`src/rtl/decode_stage.sv`:
```
// decode_stage: splits fetch packets into fields/class bits behind a 2-entry elastic buffer; optional trap via DECODE_STAGE_ILLEGAL_TRAP_EN.
// Latency: one cycle from accept to out_*; one instruction per cycle while out_ready is high.
// Backpressure: skid register absorbs one extra packet; in_ready is purely registered (no out_ready path).
module decode_stage #(
    parameter int NUM_THREADS = 32,
    parameter int ADDR_W      = 64
) (
    input  logic                   clk,
    input  logic                   reset_n,
    input  logic                   in_valid,
    output logic                   in_ready,
    input  logic [NUM_THREADS-1:0] in_exec_mask,
    input  logic [ADDR_W-1:0]      in_pc,
    input  logic [31:0]            in_insn,
    output logic                   out_valid,
    input  logic                   out_ready,
    output logic [NUM_THREADS-1:0] out_exec_mask,
    output logic [ADDR_W-1:0]      out_pc,
    output logic [7:0]             out_opcode,
    output logic [3:0]             out_rd,
    output logic [3:0]             out_rs1,
    output logic [3:0]             out_rs2,
    output logic [63:0]            out_imm,
    output logic                   out_is_branch,
    output logic                   out_is_mem,
    output logic                   out_uses_imm,
    output logic                   halted,
    output logic                   illegal
);

    localparam logic [7:0] OP_HALT            = 8'h01;
    localparam logic [7:0] OP_JMP_ALWAYS      = 8'h02;
    localparam logic [7:0] OP_JMP_EQUAL       = 8'h03;
    localparam logic [7:0] OP_JMP_NOT_EQUAL   = 8'h04;
    localparam logic [7:0] OP_JMP_GREATER     = 8'h05;
    localparam logic [7:0] OP_JMP_GREATER_EQ  = 8'h06;
    localparam logic [7:0] OP_JMP_LOWER       = 8'h07;
    localparam logic [7:0] OP_JMP_LOWER_EQ    = 8'h08;
    localparam logic [7:0] OP_LOAD_RESTORE_PC = 8'h09;
    localparam logic [7:0] OP_MOVE_R_IMM      = 8'h0A;
    localparam logic [7:0] OP_LOAD            = 8'h0D;
    localparam logic [7:0] OP_STORE           = 8'h0E;

`ifdef DECODE_STAGE_ILLEGAL_TRAP_EN
    localparam bit TRAP_EN = 1'b1;
`else
    localparam bit TRAP_EN = 1'b0;
`endif

    typedef struct packed {
        logic [NUM_THREADS-1:0] exec_mask;
        logic [ADDR_W-1:0]      pc;
        logic [7:0]             opcode;
        logic [3:0]             rd;
        logic [3:0]             rs1;
        logic [3:0]             rs2;
        logic [63:0]            imm;
        logic                   is_branch;
        logic                   is_mem;
        logic                   uses_imm;
    } pkt_t;

    typedef enum logic [1:0] {EMPTY, ONE, TWO} state_t;

    state_t state, state_nxt;
    pkt_t   dec, out_reg, skid_reg;
    logic   halted_q, illegal_q;
    logic   op_illegal, accept, push, drain;
    logic   load_out_dec, load_out_skid, load_skid;

    always_comb begin
        dec           = '0;
        dec.exec_mask = in_exec_mask;
        dec.pc        = in_pc;
        dec.opcode    = in_insn[7:0];
        dec.rd        = in_insn[11:8];
        dec.rs1       = in_insn[15:12];
        dec.rs2       = in_insn[19:16];
        dec.imm       = {{52{in_insn[31]}}, in_insn[31:20]};
        case (in_insn[7:0])
            OP_JMP_ALWAYS, OP_JMP_EQUAL, OP_JMP_NOT_EQUAL, OP_JMP_GREATER,
            OP_JMP_GREATER_EQ, OP_JMP_LOWER, OP_JMP_LOWER_EQ: begin
                dec.is_branch = 1'b1;
                dec.uses_imm  = 1'b1;
            end
            OP_LOAD_RESTORE_PC: dec.is_branch = 1'b1;
            OP_MOVE_R_IMM:      dec.uses_imm  = 1'b1;
            OP_LOAD, OP_STORE: begin
                dec.is_mem   = 1'b1;
                dec.uses_imm = 1'b1;
            end
            default: ;
        endcase
    end

    assign op_illegal = in_insn[7:0] > OP_STORE;
    assign accept     = in_valid && in_ready;
    // A trapped illegal opcode is consumed but never enters the buffer.
    assign push       = accept && !(TRAP_EN && op_illegal);
    assign drain      = out_valid && out_ready;

    always_ff @(posedge clk) begin
        if (!reset_n) state <= EMPTY;
        else          state <= state_nxt;
    end

    always_comb begin
        state_nxt = state;
        case (state)
            EMPTY: if (push) state_nxt = ONE;
            ONE: begin
                if (push && !drain)      state_nxt = TWO;
                else if (!push && drain) state_nxt = EMPTY;
            end
            TWO:     if (drain) state_nxt = ONE;
            default: state_nxt = EMPTY;
        endcase
    end

    always_comb begin
        out_valid     = (state != EMPTY);
        in_ready      = (state != TWO) && !halted_q && !illegal_q;
        load_out_dec  = push && ((state == EMPTY) || (state == ONE && drain));
        load_skid     = push && (state == ONE) && !drain;
        load_out_skid = (state == TWO) && drain;
    end

    always_ff @(posedge clk) begin
        if (!reset_n) begin
            out_reg  <= '0;
            skid_reg <= '0;
        end else begin
            if (load_out_dec)       out_reg <= dec;
            else if (load_out_skid) out_reg <= skid_reg;
            if (load_skid)          skid_reg <= dec;
        end
    end

    always_ff @(posedge clk) begin
        if (!reset_n) begin
            halted_q  <= 1'b0;
            illegal_q <= 1'b0;
        end else begin
            if (accept && in_insn[7:0] == OP_HALT)  halted_q  <= 1'b1;
            if (TRAP_EN && accept && op_illegal)    illegal_q <= 1'b1;
        end
    end

    assign halted        = halted_q;
    assign illegal       = illegal_q;
    assign out_exec_mask = out_reg.exec_mask;
    assign out_pc        = out_reg.pc;
    assign out_opcode    = out_reg.opcode;
    assign out_rd        = out_reg.rd;
    assign out_rs1       = out_reg.rs1;
    assign out_rs2       = out_reg.rs2;
    assign out_imm       = out_reg.imm;
    assign out_is_branch = out_reg.is_branch;
    assign out_is_mem    = out_reg.is_mem;
    assign out_uses_imm  = out_reg.uses_imm;

endmodule

```
`config.mk`:
```
export PLATFORM = sky130hd
export DESIGN_NAME = decode_stage
export DESIGN_NICKNAME = d
export VERILOG_FILES = /design/src/rtl/decode_stage.sv
export SDC_FILE = /design/constraint.sdc
export NUM_CORES = 1
export LEC_CHECK = 0
export ABC_AREA = 1
export CAP_MARGIN = 20
export CORE_UTILIZATION = 51
export DETAILED_ROUTE_END_ITERATION = 16
export PLACE_DENSITY_LB_ADDON = 0.08
export SYNTH_ARGS = -nofsm -noshare
export SYNTH_HDL_FRONTEND = slang
export SYNTH_SLANG_ARGS = --single-unit
```
`constraint.sdc`:
```
create_clock -name clk -period 3.1 [get_ports clk]
set_input_delay 0.31 -clock clk [delete_from_list [all_inputs] [get_ports clk]]
set_output_delay 0.31 -clock clk [all_outputs]
set_load 0.02 [all_outputs]
```
## After elaboration in Yosys (flattened, before gate mapping)

Cells that the tools add are included.

| word-level totals | value |
|---|---|
| input bits | 132 |
| latch bits | 0 |
| output and inout bits | 187 |
| word-level logic and storage cells | 72 |
| memories kept | 0 |
| RAM bits | 0 |
| bits in registers | 317 |
| ROM bits | 0 |

| operators by class | value |
|---|---|
| shifts and indexed selects | 0 |
| divide/modulo/power cells | 0 |
| muxes and demuxes | 10 |
| reduce and logical (&&, ||, !) cells | 22 |
| equality and inequality tests | 18 |
| magnitude comparators | 0 |
| add/sub/neg operators | 0 |
| bitwise logic cells | 0 |
| multipliers | 0 |

Operator list:

| operator | number |
|---|---|
| 183-bit two-way mux | 2 |
| 8-bit by 4-bit equality test with 1-bit output, second input constant | 5 |
| 8-bit by 3-bit equality test with 1-bit output, second input constant | 4 |
| 8-bit by 2-bit equality test with 1-bit output, second input constant | 2 |
| 1-bit logical AND | 11 |
| 10-bit OR reduction | 1 |
| 8-bit by 1-bit equality test with 1-bit output, second input constant | 1 |
| 2-bit two-way mux | 4 |
| 8-bit OR reduction | 1 |
| 2-bit != test, second input constant | 3 |
| 2-bit one-hot mux with 3 select lines | 1 |
| 2-bit nonzero test | 2 |
| 1-bit logical NOT | 3 |
| 1-bit two-way mux | 3 |
| 3-bit != test, second input constant | 1 |
| 3-bit AND reduction | 1 |
| 2-bit by 1-bit equality test with 1-bit output, second input constant | 1 |
| 2-bit equality test, second input constant | 1 |
| 2-bit logical NOT | 1 |
| 2-bit OR reduction | 1 |
| 1-bit logical OR | 1 |

## Longest topological paths before layout

| logic depth | value |
|---|---|
| depth after elaboration | 8 |
| gate-level depth with buffers | 10 |
| gate-level depth less buffers | 10 |

## Worst setup path before layout

No wires, ideal clock.

| timing path | value |
|---|---|
| path type | reg-to-output |
| from | reg, netlist name out_imm[62] |
| to | out out_imm[12] |
| cell stages (with the launch flop) | 2 |
| data required time | 2.790 ns |
| slack | 1.226 ns |
| path buffers | 1 |
| arrival time | 1.564 ns |
| path through | dfxtp_1 -> buf_4 |

RTL lines:

| element | RTL line | text |
|---|---|---|
| end: declaration | 23 | `output logic [63:0] out_imm,` |

==> results.tsv <==
stage	metric	value	unit
clocking	cts-resized-gates	0	
floorplanning	die_w	146	um
yosys	synth_top_area_frac	0.505	
routing	ant_nets	0	
global_route	grt_max_degree	141	
sta	grt_setup_unrepaired	false	
clocking	cts_setup_buffers	0	
hold_path	hold_path.class	input port to register	
critical_path	cp_slowest_cell	clkdlybuf4s50_1	
critical_path	startpoint_type	register	
pwr	combPwrFrac	0.178	
sta	relSlewSlack	0.592	
global_route	antenna_found_initial	0	
yosys	yosys.area.top_type	dfxtp_1	
pwr	vdd.ir_drop.worst	0.000417	V
critical_path	r2r_start	state[1]	
pwr	p_int	6.75	mW
layout	antenna_cells	0	
yosys	synthFlopType	dfxtp_1	
clocking	tritoncts	yes	
pwr	total_power	9.20	mW
yosys	synth_edf_count	0	
sta	whs	0.317	ns
layout	drive_gt1_frac	0.0477	
routing	avgViaCountPerCell	5.14	
outcome	status	completed	
yosys	synth-compound-area-share	0.148	
clocking	cts.sinks	265	
clocking	clockBufferDepth	3	
global_route	grt_util_all_layers	0.264	
sta	slew_violations	0	
clocking	cts_inserted_buffers	28	
critical_path	path_cells	buf_4 > clkdlybuf4s50_1	
critical_path	r2r_end	skid_reg[164]	
yosys	yosys.area_share.adder	0.00119	
yosys	synth_area	10500	sq um
critical_path	timing.setup.critical_path_class	register to output port	
layout	largest_reg_flops	131	
yosys	synth-simple-area-share	0.250	
place	portBuffers	317	
hold_path	min_to	skid_reg[123]	
clocking	htreeDepth	1	
sta	period_needed	2.23	ns
critical_path	critPathMaxFanout	54	
yosys	yosysSeqAreaShare	0.505	
critical_path	worstPathRequired	2.79	ns
critical_path	crit_arrival	1.92	ns
clocking	clkLatencyLatePin	0.53	ns
run	drv_cap	0	
pwr	p_sw_frac	0.266	
critical_path	reg2reg_slack	1.22	ns
hold_path	hold_start	reset_n	
routing	vias	9795	
yosys	async_flop_share	0	
sta	max_freq	0.449	GHz
routing	remaining_drc_errors	0	
floorplanning	chipHeight	146	um
pwr	switchingPower	2.45	mW
place	gp_routability_congestion	0.828	
routing	dr.pass1.iters	7	
floorplanning	rows	52	
yosys	synth.area.top_cells	dfxtp_1 50%, nand2_1 15%, nor2_1 9.3%	
floorplanning	coreArea	20200	sq um
pwr	powerDensity	641	nW/um^2
global_route	grt_overflow_total	0	
sta	fin_setup_tns	0	ns
yosys	avgSynthCellArea	7.51	sq um
yosys	synth_top_family_by_area	simple AND/OR/NAND/NOR gates	
pwr	power_frac_seq	0.416	
critical_path	end_kind	output port	
sta	worst_slew_pin_slew	0.612	ns
floorplanning	ioPinCount	319	
global_route	grt_pass1_wl	46.1	mm
layout	fin_nets	1746	
floorplanning	die_area	21200	sq um
yosys	synthCells	1400	
critical_path	cpPeakStageDelay	0.70	ns
yosys	synthXorXnorAreaFrac	0	
yosys	synth.area.mux_share	0	
pwr	clkPwrFrac	0.405	
yosys	synthDistinctLibCells	29	
yosys	ys_top_cells_by_count	409 x nand2_1, 265 x dfxtp_1, 259 x nor2_1, 130 x a31oi_1, 114 x o21ai_0	
yosys	yosysMostFrequentCell	nand2_1	
routing	finalWirelength	28.9	mm
yosys	yosysWarnings	0	
yosys	synth.net_count	1533	
critical_path	reg2reg_depth	6	
sta	finClkSkew	0.0115	ns
sta	finalHoldViolCount	0	
yosys	synth_seq_cells	265	
clocking	hold_buffers	0	
sta	final-setup-viol-count	0	
floorplanning	start_util	0.519	
sta	period_share	0.719	
pwr	power_leakage	5.59	nW
hold_path	min_path_cells	3	
clocking	clkTransAtPathRegs	0.06	ns
routing	drt-initial-drc-count	562	
routing	wl_per_cell	15.2	um
layout	syn_to_final_growth	36.6	%
place	dp_hpwl	17.2	mm
clocking	cts-root-buf	clkbuf_16	
global_route	grt_pass1_vias	9197	
-- cells by family after synthesis --
| logic type | after synthesis |
|---|---|
| compound gates | 278 |
| simple gates | 682 |
| flops | 265 |
| other cells | 1 |
| fa+ha+maj | 1 |
| buf+inv | 173 |
-- placed cells by master, fill, tap and decap left out, types with 2 or more instances in the layout --
master	n
buf_4	12
clkdlybuf4s50_1	316
nand3_1	2
nand2_1	409
clkbuf_16	29
clkinvlp_4	2
o21ai_0	114
bufinv_16	7
a31oi_1	130
clkbuf_1	2
a21oi_1	12
clkbuf_8	3
inv_1	19
nand4_1	3
dfxtp_1	265
inv_4	2
nor2_1	259
nor2_4	3
clkinv_2	7
buf_12	6
o21ai_1	20
-- power groups by stage --
stage          Clock [mW]  Sequential, mW  Combinational (mW)
6_report             3.73            3.83                1.64
5_1_grt              3.92            3.86                1.77
4_1_cts              3.78            3.83                1.65
3_5_place_dp            0            3.90                1.64
3_3_place_gp            0            3.89                1.62
2_1_floorplan           0            4.06               0.774
-- through the flow --
stage | area [sq um] | worst slack, ns | utilization | std cells
after floorplan | 10500 | 1.23 | - | 1400
after global placement | 13300 | 0.875 | 0.658 | 1853
after detailed placement | 13300 | 0.812 | 0.658 | 1853
after CTS | 14400 | 0.830 | 0.710 | 1904
after global routing | 14400 | 0.734 | 0.710 | 1904
final | 14400 | 0.872 | 0.710 | 1904
-- cell type report --
cell class	instances	area [sq um]
Sequential cell	265	5310
Clock buffer	34	774
Fill cell	1625	5880
Clock inverter	17	269
Multi-Input combinational cell	962	4210
Inverter	22	87.6
Tap cell	270	338
Timing Repair Buffer	334	3370
-- worst max path at each step --
stage,from,slack (ns),endpoint
6_report,out_imm[62],0.87,out_imm[47]
5_1_grt,out_imm[62],0.73,out_imm[35]
2_1_floorplan,out_imm[62],1.23,out_imm[12]
4_1_cts,out_imm[62],0.83,out_imm[21]
3_5_place_dp,out_ready,0.81,out_is_branch
3_3_place_gp,out_ready,0.88,out_is_branch
-- critical path, delay by kind of cell, from the launching register on --
kind	cells	cell delay, ns
buffers and inverters	2	1.08
DFF	1	0.30
-- metal layers --
metal | routed length [um] | vias to the layer above | share of wire | track usage
met4 | 750 | 0 | 0.026 | 0.0874
met1 | 12600 | 4482 | 0.44 | 0.331
met2 | 13500 | 340 | 0.47 | 0.444
met3 | 2090 | 50 | 0.072 | 0.0636
li1 | - | 4923 | - | -
met5 | 0 | - | 0 | 0
Note: power is estimated with default switching activity, not from simulation.
